## config.mk

```make
export PLATFORM = sky130hd
export DESIGN_NAME = sample_source_sched
export DESIGN_NICKNAME = d
export VERILOG_FILES = /design/src/rtl/sample_sched_pkg.sv /design/src/rtl/sample_sched_skid.sv /design/src/rtl/sample_source_sched.sv
export SDC_FILE = /design/constraint.sdc
export NUM_CORES = 1
export LEC_CHECK = 0
export CAP_MARGIN = 25
export CELL_PAD_IN_SITES_DETAIL_PLACEMENT = 1
export CELL_PAD_IN_SITES_GLOBAL_PLACEMENT = 2
export CORE_MARGIN = 2
export CORE_UTILIZATION = 37
export DETAILED_ROUTE_END_ITERATION = 10
export PLACE_DENSITY = 0.95
export SYNTH_ARGS = -nofsm -noshare
export SYNTH_HDL_FRONTEND = slang
export SYNTH_HIERARCHICAL = 1
export SYNTH_SLANG_ARGS = --single-unit
```

## constraint.sdc

```tcl
create_clock -name clk -period 13.1 [get_ports clk]
set_input_delay 3.275 -clock clk [delete_from_list [all_inputs] [get_ports clk]]
set_output_delay 3.275 -clock clk [all_outputs]
set_load 0.01 [all_outputs]
```

## src/rtl/sample_sched_pkg.sv

```systemverilog
// Shared types and arbitration helpers for the sample source scheduler.
// Used by sample_source_sched; fixed priority build selected with SAMPLE_SCHED_FIXED_PRIO_EN.
package sample_sched_pkg;

   typedef enum logic [1:0] {
      IDLE  = 2'd0,
      ARB   = 2'd1,
      BURST = 2'd2
   } state_t;

   function automatic logic [4:0] onehot_to_idx(input logic [31:0] oh);
      logic [4:0] idx;
      idx = '0;
      for (int i = 0; i < 32; i++) begin
         if (oh[i]) idx = 5'(i);
      end
      return idx;
   endfunction

   // One-hot winner of a circular search over n requesters starting at ptr.
   function automatic logic [31:0] rr_search(input logic [31:0] reqs,
                                             input int unsigned ptr,
                                             input int unsigned n);
      logic [31:0] g;
      int unsigned idx;
      g = '0;
      for (int unsigned k = 0; k < 32; k++) begin
         idx = ptr + k;
         if (idx >= n) idx = idx - n;
         if (k < n && g == '0 && reqs[idx[4:0]]) g[idx[4:0]] = 1'b1;
      end
      return g;
   endfunction

endpackage

```

## src/rtl/sample_sched_skid.sv

```systemverilog
// Two-entry FIFO holding source rows with their owner id, valid/ready on both sides.
// Output data reads as zero while empty.
module sample_sched_skid #(
   parameter int W = 8
) (
   input  logic         clk,
   input  logic         rst_n,
   input  logic         in_valid,
   output logic         in_ready,
   input  logic [W-1:0] in_data,
   output logic         out_valid,
   input  logic         out_ready,
   output logic [W-1:0] out_data,
   output logic [1:0]   fill
);
   logic [W-1:0] mem [2];
   logic         wr_ptr;
   logic         rd_ptr;
   logic [1:0]   count;
   logic         push;
   logic         pop;

   assign in_ready  = (count != 2'd2);
   assign out_valid = (count != 2'd0);
   assign push      = in_valid && in_ready;
   assign pop       = out_valid && out_ready;
   assign out_data  = out_valid ? mem[rd_ptr] : '0;
   assign fill      = count;

   always_ff @(posedge clk or negedge rst_n) begin
      if (!rst_n) begin
         wr_ptr <= 1'b0;
         rd_ptr <= 1'b0;
         count  <= 2'd0;
      end else begin
         if (push) wr_ptr <= ~wr_ptr;
         if (pop)  rd_ptr <= ~rd_ptr;
         count <= count + {1'b0, push} - {1'b0, pop};
      end
   end

   // Storage carries no reset; emptiness is tracked by count alone.
   always_ff @(posedge clk) begin
      if (push) mem[wr_ptr] <= in_data;
   end

endmodule

```

## src/rtl/sample_source_sched.sv

```systemverilog
// Shares one row-per-cycle sample source among NUM_REQ consumers in whole bursts.
// Define SAMPLE_SCHED_FIXED_PRIO_EN for lowest-index-wins arbitration instead of round robin.
module sample_source_sched
   import sample_sched_pkg::*;
#(
   parameter int NUM_REQ    = 4,
   parameter int DATA_WIDTH = 16,
   parameter int LANES      = 8,
   parameter int LEN_W      = 8,
   localparam int ID_W      = $clog2(NUM_REQ),
   localparam int ROW_W     = LANES * DATA_WIDTH
) (
   input  logic                     clk,
   input  logic                     rst_n,
   input  logic [NUM_REQ-1:0]       req,
   input  logic [NUM_REQ*LEN_W-1:0] req_len,
   output logic [NUM_REQ-1:0]       gnt,
   output logic [NUM_REQ-1:0]       done,
   output logic                     src_en,
   input  logic [ROW_W-1:0]         src_data,
   output logic                     out_valid,
   input  logic                     out_ready,
   output logic [ROW_W-1:0]         out_data,
   output logic [ID_W-1:0]          out_id
);
   state_t            state;
   state_t            state_nxt;
   logic [31:0]       win_oh;
   logic [ID_W-1:0]   win_idx;
   logic [LEN_W-1:0]  win_len;
   logic [ID_W-1:0]   owner;
   logic [LEN_W-1:0]  len_q;
   logic [LEN_W:0]    issued;
   logic [LEN_W:0]    accepted;
   logic              vld_p1;
   logic              accept;
   logic              burst_end;
   logic              skid_in_rdy;
   logic [1:0]        skid_fill;
   logic [2:0]        outstanding;

`ifdef SAMPLE_SCHED_FIXED_PRIO_EN
   assign win_oh = rr_search(32'(req), 0, NUM_REQ);
`else
   logic [ID_W-1:0] rr_ptr;

   assign win_oh = rr_search(32'(req), 32'(rr_ptr), NUM_REQ);

   always_ff @(posedge clk or negedge rst_n) begin
      if (!rst_n) begin
         rr_ptr <= '0;
      end else if (state == ARB && |req) begin
         rr_ptr <= (int'(win_idx) == NUM_REQ - 1) ? '0 : win_idx + 1'b1;
      end
   end
`endif

   assign win_idx = ID_W'(onehot_to_idx(win_oh));
   assign win_len = req_len[win_idx*LEN_W +: LEN_W];

   assign accept    = out_valid && out_ready;
   assign burst_end = (len_q == '0) || (accept && (accepted + 1'b1 == {1'b0, len_q}));
   // Rows in flight plus buffered, after this cycle's accept, must leave room for one more.
   assign outstanding = 3'(vld_p1) + 3'(skid_fill) - 3'(accept);

   always_ff @(posedge clk or negedge rst_n) begin
      if (!rst_n) begin
         state <= IDLE;
      end else begin
         state <= state_nxt;
      end
   end

   always_comb begin
      state_nxt = state;
      case (state)
         IDLE:    if (|req) state_nxt = ARB;
         ARB:     state_nxt = (|req) ? BURST : IDLE;
         BURST:   if (burst_end) state_nxt = IDLE;
         default: state_nxt = IDLE;
      endcase
   end

   always_comb begin
      gnt    = '0;
      done   = '0;
      src_en = 1'b0;
      if (state == BURST) begin
         gnt[owner] = 1'b1;
         src_en     = (issued < {1'b0, len_q}) && (outstanding < 3'd2);
         if (burst_end) done[owner] = 1'b1;
      end
   end

   // p0 -> p1: src_en issues a row; the source presents it one cycle later.
   always_ff @(posedge clk or negedge rst_n) begin
      if (!rst_n) begin
         owner    <= '0;
         len_q    <= '0;
         issued   <= '0;
         accepted <= '0;
         vld_p1   <= 1'b0;
      end else begin
         vld_p1 <= src_en;
         if (state == ARB) begin
            owner    <= win_idx;
            len_q    <= win_len;
            issued   <= '0;
            accepted <= '0;
         end else begin
            if (src_en) issued   <= issued + 1'b1;
            if (accept) accepted <= accepted + 1'b1;
         end
      end
   end

   // p1 -> buffer: the row arriving from the source is captured with its owner tag.
   sample_sched_skid #(
      .W (ROW_W + ID_W)
   ) u_skid (
      .clk       (clk),
      .rst_n     (rst_n),
      .in_valid  (vld_p1),
      .in_ready  (skid_in_rdy),
      .in_data   ({owner, src_data}),
      .out_valid (out_valid),
      .out_ready (out_ready),
      .out_data  ({out_id, out_data}),
      .fill      (skid_fill)
   );

endmodule
```

# Word-level counts from Yosys, hierarchy flattened
# Memories as Yosys holds them, arrays and structs flattened.
# Index checks and enable logic that the tools add are counted.
# Widths: inputs -> output; s select.
# op_classes
n_addsub	14
magnitude_cmp	16
n_eq_ne	7
n_shift	1
mux	73
bitwise	5
n_reduce_logical	24
# op_table
operator	count
$mux 130	1
$mux 32	4
$logic_not 32->1	3
$or 32x32->32	3
$mux 2	34
$mux 9	4
$shiftx 32x6->8	1
$lt 5x6->1 const B	4
$bmux 1 s5	4
$demux 1 s5	4
$ge 5x1->1 const B	4
$mux 5	4
$add 9x1->9 const B	2
$logic_and 1x1->1	13
$mux 1	13
$mux 4	3
$sub 3x3->4 const B	3
$eq 9x8->1	1
$ge 3x3->1 const B	3
$lt 9x8->1	1
$logic_not 8->1	1
$add 2x2->3 const B	2
$ne 2x2->1 const B	3
$pmux 2 s3	1
other kinds (20)	24
# totals
register_bits	37
mem_bits_rw	260
n_memories	1
# memory_table
name	depth	width	read_ports	rd_ports_with_merged_regs	write_ports	line_no	text
u_skid.mem	2	130	1	0	1	sample_sched_skid.sv:16	logic [W-1:0] mem [2];

# Logic depth before layout (Yosys ltp)
# depth
word_depth	49
depth_mapped	14
depth_no_buf	13

# Hierarchy
# The synthesis kept the hierarchy.
# by_module_without_submodules
module	n_inst	cells_each	area_each_um2	seq_area_each_um2
sample_sched_skid	1	572	10077.2	7907.6
sample_source_sched	1	302	2682.6	825.8

# Worst setup path after synthesis
# Ideal clock, no wire load.
# synth_path
kind	in2out
start	in out_ready
end	out src_en
arrival_time_ns	5.286
required_time_ns	9.825
setup_slack_ns	4.539
cell_stages	10
cell_sequence	nand2_1 inv_1 ha_1 nand2b_1 fa_1 xnor2_1 nand4_1 a21o_1 inv_1 clkbuf_1
# synth_between
elab_chain_cells	5
# synth_rtl
element	line_no	text
start, declared	sample_source_sched.sv:22	input logic out_ready,
$logic_and 1x1->1	sample_source_sched.sv:61	assign accept = out_valid && out_ready;
$sub 3x1->3	sample_source_sched.sv:64	assign outstanding = 3'(vld_p1) + 3'(skid_fill) - 3'(accept);
$lt 3x2->1	sample_source_sched.sv:90	src_en = (issued < {1'b0, len_q}) && (outstanding < 3'd2);
$logic_and 1x1->1	sample_source_sched.sv:90	
$mux 1	sample_source_sched.sv:88	if (state == BURST) begin
end, declared	sample_source_sched.sv:19	output logic src_en,
# No other way between the ends.

# Worst setup path in the final report
# Ends and elaborated chain as after synthesis.

==> impl_metrics.tcl <==
set metrics [dict create \
    cts_tree "built" \
    synth.top_cell.area_share 0.612 \
    cp_cell_sequence "clkdlybuf4s50_1 -> nand2_1 -> inv_1 -> ha_1 -> nand2b_1 -> fa_1 -> xnor2_1 -> nand4_1 -> a21o_1 -> inv_1 -> clkdlybuf4s50_1" \
    synth-async-reset-ratio 0.125 \
    yosys.area.top_type "edfxtp_1" \
    vias 8356 \
    skew_ps 15.0 \
    dieArea_um2 36000 \
    tightest_slew_ps 916 \
    numCtsBuffers 34 \
    status "finished, final reports clean" \
    drtIter0Drc 406 \
    critPathArrivalTime_ps 6740 \
    ctsResizeCount 0 \
    grt_pass1_wl_um 51200 \
    cp_max_fo 16 \
    synth_flop_cell "edfxtp_1" \
    grt_start_max_net_pins 74 \
    syn_inst 874 \
    crit_family "buffers and inverters" \
    cp.required_ps 9820 \
    core_area_um2 34300 \
    synth_area_leaders "edfxtp_1 61%, mux2i_1 11%, dfrtp_1 7.3%, nor2_1 4.4%, ha_1 1.9%" \
    finalNonFillerCells 1664 \
    drive_above_1_share 0.0572 \
    avgRoutedWirePerCell_um 19.9 \
    powerDensity_nw_per_um2 226 \
    slowest_delay_ps 640 \
    synth.avg_cell_area_um2 14.6 \
    grt_setup_unrepaired "no" \
    drcViolationCount 0 \
    yosysUniqueCellTypes 59 \
    via_per_inst 5.02 \
    cts_hold_buf 0 \
    placed_area_um2 16200 \
    routed_wl_um 33000 \
    synth-seq-cells 297 \
    cts_root_buf "clkbuf_16" \
    min-delay-path-class "reg -> reg" \
    grt_usage 0.182 \
    post-dp-hpwl_um 23000 \
    place_congestion 0.807 \
    tns_ps 0 \
    drv_slew 0 \
    whs_ps 501 \
    clock.fmax_ghz 0.0999 \
    ys.warnings.count 6 \
    grt.overflow.total 0 \
    p_leak_nw 6.44 \
    num_io_pins 307 \
    fp-row-count 68 \
    setup_viol 0 \
    finalInstanceArea_um2 17200 \
    fin_crit_ps 10010 \
    clkLatencyLatePin_ps 500 \
    critical_path_class "in -> out" \
    worst_path_max_delay_cell "clkdlybuf4s50_1" \
    cts_setup_buffers 0 \
    grt_pass1_vias 8939 \
    finalPower_mw 3.88 \
    clk_pin_slew_ps 50 \
    die_h_um 190 \
    portBuffers 306 \
    vdd_ir_drop_max_mv 0.0940 \
    cts_buffer_depth 3 \
    drv_cap 0 \
    htree_levels 2 \
    drt_first_pass_iters 4 \
    end_kind "output port" \
    drtAntennaViolNets 0 \
    synth_edf_count 260 \
    synth_seq_area_share 0.684 \
    synth_fp_nets 1061 \
    path_buf_inv 4 \
    cts_sinks 297 \
    final.fill_count 3445 \
    finalCritPeriodShare 0.764 \
    die_w_um 190 \
    hold_violations 0 \
    antenna_found_initial 4 \
    start_util 0.372 \
    area_growth_pct 34.7 \
    post-place-cells 1604 \
    syn_area_um2 12800 \
    max_slew_margin 0.390 \
    fin_nets 1372 \
    crit_path_start_kind "input pin" \
]
-- registers in the layout, indices dropped and copies added, names as in the netlist --
signal	cells
accepted	9
u_skid/rd_ptr	1
len_q	8
rr_ptr	2
vld_p1	1
u_skid/fill	2
u_skid/mem	260
owner	2
state	2
issued	9
u_skid/wr_ptr	1
-- cell type report --
| type | count | area, um^2 | share of cell area |
|---|---|---|---|
| multi-input combinational | 521 | 3670 | 0.214 |
| tap | 455 | 569 | 0.0331 |
| inverter | 16 | 60.1 | 0.00349 |
| timing repair buffer | 315 | 3150 | 0.183 |
| clock inverter | 12 | 82.6 | 0.00480 |
| sequential | 297 | 8740 | 0.508 |
| clock buffer | 46 | 917 | 0.0533 |
| antenna | 2 | 5.00 | 0.000291 |
-- per-stage QoR --
| stage | worst slack (ps) | utilization |
|---|---|---|
| finish | 3090 | 0.501 |
| global route | 2810 | 0.501 |
| CTS | 3080 | 0.501 |
| detailed placement | 3100 | 0.472 |
| global placement | 3260 | 0.471 |
| floorplan | 4540 | - |
-- per-layer routing --
layer / vias to the layer above / wire length [um] / GRT usage
met5: - / 37 / 0
met4: 6 / 769 / 0.0471
met3: 58 / 2580 / 0.0485
met2: 271 / 16700 / 0.325
met1: 4157 / 12900 / 0.219
li1: 3864 / - / -
-- where the power goes --
group	internal (mW)	switching, mW	total [mW]
Sequential	1.23	0.121	1.35
Clock	0.508	0.355	0.863
Combinational	0.788	0.876	1.66
-- cells in the mapped netlist, drive strengths merged, types with 8 or more instances --
library cell and n:
a221oi 9, xnor2 13, ha 19, mux2i 136, nand2 42, edfxtp 260, and3 10, nand3 15
nor2 149, a21oi 12, clkbuf 8, nand2b 8, mux2 12, inv 16, dfrtp 37, buf 32
o21ai 11
-- path summary, 6_finish.rpt --
check | start | to | slack [ps] | depth (start not counted)
worst max register to register | rr_ptr[0] | len_q[6] | 9370 | 10
worst max-delay path | out_ready | src_en | 3090 | 11
worst min-delay path | state[1] | state[0] | 500 | 1
max in group asynchronous | rst_n | u_skid/rd_ptr | 9560 | 1
worst min register to register | state[1] | state[0] | 500 | 1
min in group asynchronous | rst_n | issued[5] | 2910 | 1
-- cell families after synthesis --
group / Yosys count / share of synthesized area
AO/OA/AOI/OAI: 79 / 0.0479
XOR/XNOR: 19 / 0.0130
adder cells (fa/ha/maj): 20 / 0.0202
buffers and inverters: 56 / 0.0289
flip-flops: 297 / 0.684
multiplexers: 150 / 0.121
AND/OR/NAND/NOR: 253 / 0.0847
-- worst register-to-register path, delay by kind of cell (launching register included) --
kind / cells / cell delay, ps
AO/OA/AOI/OAI: 4 / 1120
AND/OR/NAND/NOR: 3 / 890
flip-flops: 1 / 630
multiplexers: 1 / 370
buffers and inverters: 1 / 220
adder cells (fa/ha/maj): 1 / 390
-- layout by cell type, fill, tap and decap left out, types with 12 or more instances in the layout --
| cell | Yosys | routed |
|---|---|---|
| a21oi_1 | 12 | 12 |
| clkdlybuf4s50_1 | 0 | 305 |
| xnor2_1 | 13 | 13 |
| inv_1 | 16 | 16 |
| dfrtp_1 | 37 | 36 |
| ha_1 | 19 | 19 |
| nor2_1 | 148 | 147 |
| edfxtp_1 | 260 | 260 |
| nand3_1 | 15 | 15 |
| mux2i_1 | 136 | 136 |
| clkbuf_16 | 0 | 35 |
| nand2_1 | 42 | 42 |
Power figures use the tool's default switching activity.
